==> src/rtl/up_core_loader.sv <==
// up_core_loader: decodes the host byte-stream command protocol into up_core memory-map cycles.
// Latency: write/start strobe one cycle after the last byte; response one cycle after the strobe.
// Backpressure: host_ready low while a command executes or a response waits for resp_ready.
module up_core_loader #(
    parameter logic [7:0] ACK = 8'hAA,
    parameter logic [7:0] NAK = 8'hEE
) (
    input  logic       clk,
    input  logic       rst,
    input  logic       host_valid,
    input  logic [7:0] host_data,
    output logic       host_ready,
    output logic       resp_valid,
    output logic [7:0] resp_data,
    input  logic       resp_ready,
    output logic       mem_map_load,
    output logic [8:0] mem_map_address,
    output logic [7:0] mem_map_in,
    input  logic [7:0] mem_map_out,
    output logic       busy,
    output logic       err
);

    typedef enum logic [3:0] {
        S_IDLE, S_GET_ADDR, S_GET_CNT, S_WRITE_DATA, S_GET_DATA,
        S_WRITE, S_READ, S_START, S_RESP
    } state_t;

    typedef enum logic [1:0] {OP_WRITE, OP_READ, OP_BURST} op_t;

    state_t     state;
    op_t        op;
    logic [7:0] addr;
    logic [8:0] cnt;
    logic       xfer;

    assign xfer = host_valid & host_ready;

    always_ff @(posedge clk or posedge rst) begin
        if (rst) begin
            state           <= S_IDLE;
            op              <= OP_WRITE;
            addr            <= 8'h00;
            cnt             <= 9'h000;
            host_ready      <= 1'b0;
            resp_valid      <= 1'b0;
            resp_data       <= 8'h00;
            mem_map_load    <= 1'b0;
            mem_map_address <= 9'h000;
            mem_map_in      <= 8'h00;
            busy            <= 1'b0;
            err             <= 1'b0;
        end else begin
            mem_map_load <= 1'b0;
            err          <= 1'b0;
            case (state)
                S_IDLE: begin
                    host_ready <= 1'b1;
                    if (xfer) begin
                        busy <= 1'b1;
                        case (host_data)
                            8'h01, 8'h02, 8'h03: begin
                                op    <= (host_data == 8'h01) ? OP_WRITE :
                                         (host_data == 8'h02) ? OP_READ : OP_BURST;
                                state <= S_GET_ADDR;
                            end
                            8'h04: begin
                                host_ready      <= 1'b0;
                                mem_map_load    <= 1'b1;
                                mem_map_address <= 9'h100;
                                state           <= S_START;
                            end
                            default: begin
                                host_ready <= 1'b0;
                                resp_valid <= 1'b1;
                                resp_data  <= NAK;
                                err        <= 1'b1;
                                state      <= S_RESP;
                            end
                        endcase
                    end
                end
                S_GET_ADDR: begin
                    if (xfer) begin
                        addr <= host_data;
                        case (op)
                            OP_WRITE: state <= S_WRITE_DATA;
                            OP_READ: begin
                                // Address goes out now so the core's combinational read settles in READ.
                                host_ready      <= 1'b0;
                                mem_map_address <= {1'b0, host_data};
                                state           <= S_READ;
                            end
                            default:  state <= S_GET_CNT;
                        endcase
                    end
                end
                S_GET_CNT: begin
                    if (xfer) begin
                        cnt   <= (host_data == 8'h00) ? 9'd256 : {1'b0, host_data};
                        state <= S_GET_DATA;
                    end
                end
                S_WRITE_DATA, S_GET_DATA: begin
                    if (xfer) begin
                        host_ready      <= 1'b0;
                        mem_map_load    <= 1'b1;
                        mem_map_address <= {1'b0, addr};
                        mem_map_in      <= host_data;
                        state           <= S_WRITE;
                    end
                end
                S_WRITE: begin
                    if (op == OP_BURST && cnt != 9'd1) begin
                        addr       <= addr + 8'd1;
                        cnt        <= cnt - 9'd1;
                        host_ready <= 1'b1;
                        state      <= S_GET_DATA;
                    end else begin
                        addr       <= addr + 8'd1;
                        cnt        <= 9'd0;
                        resp_valid <= 1'b1;
                        resp_data  <= ACK;
                        state      <= S_RESP;
                    end
                end
                S_READ: begin
                    resp_valid <= 1'b1;
                    resp_data  <= mem_map_out;
                    state      <= S_RESP;
                end
                S_START: begin
                    resp_valid <= 1'b1;
                    resp_data  <= ACK;
                    state      <= S_RESP;
                end
                S_RESP: begin
                    if (resp_ready) begin
                        resp_valid <= 1'b0;
                        busy       <= 1'b0;
                        host_ready <= 1'b1;
                        state      <= S_IDLE;
                    end
                end
                default: begin
                    host_ready <= 1'b0;
                    resp_valid <= 1'b0;
                    busy       <= 1'b0;
                    state      <= S_IDLE;
                end
            endcase
        end
    end

endmodule

==> config.mk <==
export PLATFORM = sky130hd
export DESIGN_NAME = up_core_loader
export DESIGN_NICKNAME = d
export VERILOG_FILES = /design/src/rtl/up_core_loader.sv
export SDC_FILE = /design/constraint.sdc
export NUM_CORES = 1
export LEC_CHECK = 0
export ABC_AREA = 1
export BUFFER_PORTS_ARGS = -buffer_cell sky130_fd_sc_hd__buf_4
export CAP_MARGIN = 0
export CORE_MARGIN = 2
export CORE_UTILIZATION = 35
export CTS_BUF_LIST = sky130_fd_sc_hd__clkbuf_8
export CTS_CLUSTER_DIAMETER = 100
export DETAILED_ROUTE_END_ITERATION = 8
export PLACE_DENSITY_LB_ADDON = 0.08
export SLEW_MARGIN = 20
export SYNTH_ARGS = -nofsm -noshare
export SYNTH_HDL_FRONTEND = slang
export SYNTH_SLANG_ARGS = --single-unit
==> constraint.sdc <==
create_clock -name clk -period 2.9 [get_ports clk]
set_input_delay 0.87 -clock clk [delete_from_list [all_inputs] [get_ports clk]]
set_output_delay 0.87 -clock clk [all_outputs]
set_load 0.05 [all_outputs]
==> results.ini, run 1 <==
[clock_network]
hold_buffers = 0
cts_buffers = 5
htreeDepth = 2
cts_root_buf = clkbuf_8
cts_resized = 0
clk_latency_ns = 0.32
cts_sinks = 53
cts_tree = yes
clkTransAtPathRegs_ns = 0.10
post_cts_buffers = 0
ctsLongestPathBuffers = 2

[floorplanning]
row_count = 34
core-area_mm2 = 0.00872
die_h_um = 98.8
initial_utilization = 0.361
die-area_mm2 = 0.00976
io_pins = 50
die_x_um = 98.8

[final_layout]
synthToLayoutAreaGrowth_pct = 18.8
most-common-layout-cells = 116 x nand2_1, 53 x nor2_1, 53 x dfrtp_1
antennaDiodeCount = 0
layout.nets = 488
drive_above_1_share = 0.228
final_common_cell = nand2_1

[sta]
slew_violations = 0
slew_headroom = 0.663
setup_violations = 0
tns_ns = 0
finalHoldViolCount = 0
final.period_utilization = 0.632
fin_crit_ns = 1.83
rsz0062_at_grt = no
tightestPinTransition_ns = 0.505
timing.fmax_mhz = 545
finalClockSkew_ns = 0.00813

[synthesis]
yosysTopAreaCell = dfrtp_1
synth_seq_cells = 53
synth_edf_count = 0
ys_types = 31
syn_area_per_cell_um2 = 7.67
synth_warnings = 0
synthFlopType = dfrtp_1
post_synth_main_area_contributors = dfrtp_1 42%, nand2_1 14%, nor2_1 6.3%
synth_seq_area_share = 0.422
async_reset_ff_frac = 1.00
syn_area_mm2 = 0.00314
syn_inst = 410
syn_nets = 433
synth_top_area_share = 0.422

[power]
power_leakage_nw = 2.00
irDropWorstVdd_mv = 0.371
p_clk_frac = 0.125
switching_share = 0.503
power_frac_comb = 0.546
p_total_mw = 3.57
p_seq_frac = 0.329
p_int_mw = 1.78
power.density_mw_per_mm2 = 956
switchingPower_mw = 1.80

[route]
wirelength_um = 7710
drc = 0
via_per_inst = 4.67
drt-pass1-iter-count = 4
routedWlPerCell_um = 13.5
postRouteAntennaNets = 0
drt_iter0_drc = 178
vias = 2677

[worst_setup_path]
r2r_slack_ns = 1.09
timing.rr.start = state[1]
crit_required_ns = 3.16
r2r_cells = 8
worstSetupEndpointType = flop
critical_path.endpoint = mem_map_address[1]
crit_fanout = 10
cp.arrival_ns = 2.09
critPathLaunchType = input pin
path_class = input pin to flop
r2r_end = cnt[8]
worstSetupStartpoint = host_data[5]

[place]
dpl.hpwl_um = 6010
port_buffers = 49
place.gp.congestion = 0.847

[global_route]
grt_pass1_vias = 2655
antenna_found_initial = 0
grt_pass1_wl_um = 13400
grt_overflow_total = 0
grt_max_degree = 33
grtUsageTotal = 0.169

[worst_hold_path]
hold_path_class = flop to flop

[job]
maxCapViolations = 0

[outcome]
status = finished clean

-- layout make-up --
type,count,area [um2]
fill,864,4990
sequential,53,1330
clock buffer,6,82.6
tap,108,135
multi-input combinational,297,1570
inverter,57,219
timing repair buffer,51,395
clock inverter,1,7.51
-- registers in the layout, indices dropped and copies added, names as in the netlist --
| register | cells |
|---|---|
| mem_map_load | 1 |
| state | 4 |
| mem_map_address | 9 |
| busy | 1 |
| addr | 8 |
| op | 2 |
| resp_data | 8 |
| err | 1 |
| resp_valid | 1 |
| cnt | 9 |
| mem_map_in | 8 |
| host_ready | 1 |
-- Yosys cell counts, types with 4 or more instances --
cell type,instances
a21oi_1,10
inv_1,45
o21ai_0,24
o211ai_1,5
nand2_2,8
o21ai_1,5
nor2_8,5
o22ai_1,8
nor2_2,4
nand2_1,116
nand3_1,26
dfrtp_1,53
inv_2,10
nor2_1,53
xor2_1,5
nand2_4,7
-- routing by layer --
| layer | global-route usage | vias up | share of wire | wire [um] |
|---|---|---|---|---|
| li1 | - | 1403 | - | - |
| met1 | 0.254 | 1204 | 0.51 | 3960 |
| met2 | 0.253 | 61 | 0.43 | 3290 |
| met3 | 0.0291 | 9 | 0.043 | 333 |
| met4 | 0.0443 | 0 | 0.015 | 117 |
| met5 | 0 | - | 0 | 0 |
-- power by group through the flow --
stage	logic (mW)	clock network [mW]	registers, mW
final	1.95	0.447	1.17
after global routing	2.16	0.493	1.21
after CTS	1.97	0.455	1.17
after detailed placement	1.96	0	1.19
after global placement	1.95	0	1.19
after floorplan	1.18	0	1.49
-- critical path: stages --
cell     delay (ns)
buf_4          0.14
nor2_1         0.10
nand2_1        0.12
nor2_2         0.26
inv_1          0.06
nand2_1        0.12
nand3_4        0.16
nand2_4        0.13
nand2_1        0.07
nand2_1        0.06
-- stage by stage --
stage	std cells	hold slack [ns]	util	cell area [um2]	setup slack (ns)
6_report	573	0.491	0.428	3730	1.07
5_1_grt	573	0.511	0.428	3730	0.922
3_3_place_gp	566	0.469	0.418	3640	0.728
3_5_place_dp	566	0.464	0.418	3640	0.740
2_1_floorplan	410	0.449	-	3140	0.744
4_1_cts	573	0.492	0.428	3730	1.06
-- kinds of logic after synthesis --
logic type      after synthesis  synth area share
simple gates                231             0.368
buf+inv                      60            0.0792
compound gates               58             0.105
flops                        53             0.422
xor+xnor                      5            0.0139
fa+ha+maj                     3            0.0119
-- how the worst min path moves through the flow --
stage | startpoint | to | cells past startpoint | slack (ns)
floorplan | cnt[1] | cnt[1] | 2 | 0.45
global placement | resp_data[0] | resp_data[0] | 2 | 0.47
detailed placement | resp_data[4] | resp_data[4] | 2 | 0.46
CTS | cnt[1] | cnt[1] | 2 | 0.49
global route | cnt[1] | cnt[1] | 2 | 0.51
finish | mem_map_in[3] | mem_map_in[3] | 2 | 0.49
Note: power is estimated with default switching activity, not from simulation.
==> run 2, diff against run 1 <==
ABC_AREA = 0   (was 1)
clock period = 1.84 ns   (was 2.9 ns; I/O delays follow)
==> run 2 against run 1 <==
Effect of this change: the run now ends with setup timing left; total power fell by 44%; clock-buffer cell count fell by 1; cell area increased by 20%; routed wire length up 12%; non-clock buffer count is 91 higher; utilization grew 13 points; register-to-register slack worse by 1.2 ns; first-iteration DRC count down 14%; critical path depth shrank 3; highest routed layer unchanged.
==> results.ini, run 2 <==
[sta]
tightestPinTransition_ns = 0.387
holdWs_ns = 0.0766
setup_violations = 35
finalClockSkew_ns = 0.00959
finalHoldViolCount = 0
timing.fmax_mhz = 486
slew_violations = 0
rsz0062_at_grt = yes
fin_crit_ns = 2.06
final.period_utilization = 1.12
setup_ws_ns = -0.219
slew_headroom = 0.741

[synthesis]
synth_seq_cells = 53
synth_edf_count = 0
syn_inst = 311
post_synth_main_area_contributors = dfrtp_1 46%, nand2_1 4.4%, a21oi_1 4.3%
synth_warnings = 0
async_reset_ff_frac = 1.00
synth_commonest_cells = 53 x dfrtp_1, 34 x nand2_1, 25 x a21oi_1
synth_top_area_share = 0.459
syn_area_mm2 = 0.00289
synth_seq_area_share = 0.459
synthFlopType = dfrtp_1
synth_most_common_cell = dfrtp_1
syn_area_per_cell_um2 = 9.29
yosysTopAreaCell = dfrtp_1
syn_nets = 334
ys_types = 57

[worst_setup_path]
crit_required_ns = 2.11
cp.arrival_ns = 2.32
worstSetupEndpointType = flop
crit_fanout = 5
path_class = input pin to flop
critPathLaunchType = input pin

[place]
dpl.hpwl_um = 5910
port_buffers = 49
place.gp.congestion = 0.823
placed_area_mm2 = 0.00396
place_ws_ns = -0.573
dp.cells = 521

[final_layout]
fill_cells = 757
post-route-cell-area_mm2 = 0.00450
multi_input_area_mm2 = 0.00175
final_cells = 548
drive_above_1_share = 0.488
synthToLayoutAreaGrowth_pct = 55.8
largestRegisters = cnt (9), mem_map_address (9)
final_common_cell = buf_4
seq_area_mm2 = 0.00133
most-common-layout-cells = 126 x buf_4, 52 x dfrtp_1, 29 x nand2_1
antennaDiodeCount = 0
layout.nets = 465

[outcome]
violations = setup timing
status = finished, violations left

[global_route]
grt_pass1_wl_um = 13600
grt_pass1_vias = 2730
grt_max_degree = 53
grtUsageTotal = 0.195
antenna_found_initial = 0
grt_overflow_total = 0

[power]
p_total_mw = 2.01
irDropWorstVdd_mv = 0.299
power.density_mw_per_mm2 = 446
power_leakage_nw = 2.14

[clock_network]
ctsLongestPathBuffers = 2
htreeDepth = 2
clkTransAtPathRegs_ns = 0.11
cts_sinks = 53
clk_latency_ns = 0.32
cts_tree = yes
cts_buffers = 5
cts_root_buf = clkbuf_8

[route]
wirelength_um = 8630
routedWlPerCell_um = 15.7
postRouteAntennaNets = 0
drt-pass1-iter-count = 4
drt_iter0_drc = 153
drc = 0
vias = 2853
via_per_inst = 5.21

[job]
maxCapViolations = 0

[floorplanning]
core-area_mm2 = 0.00809
die_x_um = 94.8
die-area_mm2 = 0.00899
die_h_um = 94.8
row_count = 33
initial_utilization = 0.357
io_pins = 50

[worst_hold_path]
hold_path_class = input pin to async pin

-- run 2: timing repair --
action	in CTS	in global routing
buffers inserted	7	8
hold buffers	0	0
setup endpoints to repair	40	51
resized for setup	44	39
gates cloned	3	2
pin swaps	20	23
-- run 2: where the power goes --
part / internal (mW) / total, mW / switching, mW
clock network: 0.276 / 0.719 / 0.443
logic: 0.0579 / 0.125 / 0.0674
registers: 1.16 / 1.16 / 0
total: 1.50 / 2.01 / 0.510
-- run 2: per-layer routing --
metal  track usage  wire, um  up-vias
met2         0.321      4210       81
met3        0.0303       397       10
met1         0.267      3880     1371
met5             0         0        -
li1              -         -     1391
met4        0.0483       137        0
-- run 2: per-stage QoR --
| step | TNS, ns | util |
|---|---|---|
| after floorplan | -7.50 | - |
| after global placement | -12.84 | 0.490 |
| after detailed placement | -12.71 | 0.490 |
| after CTS | -2.34 | 0.528 |
| after global routing | -5.18 | 0.556 |
| final | -2.89 | 0.556 |
-- run 2: final timing paths --
check	start	endpoint	slack, ns	depth (start not counted)
max	host_data[4]	resp_data[0]	-0.22	7
min	rst	mem_map_in[7]	0.08	2
max reg2reg	state[1]	resp_data[0]	-0.14	5
min reg2reg	mem_map_address[3]	mem_map_address[3]	0.51	2
max in group asynchronous	rst	host_ready	1.30	3
min in group clk	mem_map_out[7]	resp_data[7]	0.43	2
-- run 2: cell type report --
class	count	area share
timing repair buffer	142	0.254
tap	105	0.0292
multi-input combinational	225	0.389
clock buffer	5	0.0153
clock inverter	3	0.00556
inverter	15	0.0125
sequential	53	0.295
-- run 2: cells by family (layout without fill, tap and decap cells) --
logic type	count (synthesis)	count (layout)	synth area share
XOR/XNOR	1	1	0.00303
AO/OA/AOI/OAI	100	100	0.231
adder cells (fa/ha/maj)	3	3	0.0130
flip-flops	53	53	0.459
AND/OR/NAND/NOR	107	109	0.199
buffers and inverters	35	165	0.0464
multiplexers	12	12	0.0477
-- run 2: critical path: stages --
cell and delay (ns):
buf_6 0.10, or4_4 0.53, or2_4 0.26, o41ai_4 0.40, buf_4 0.19, or4b_4 0.15
a22o_1 0.13
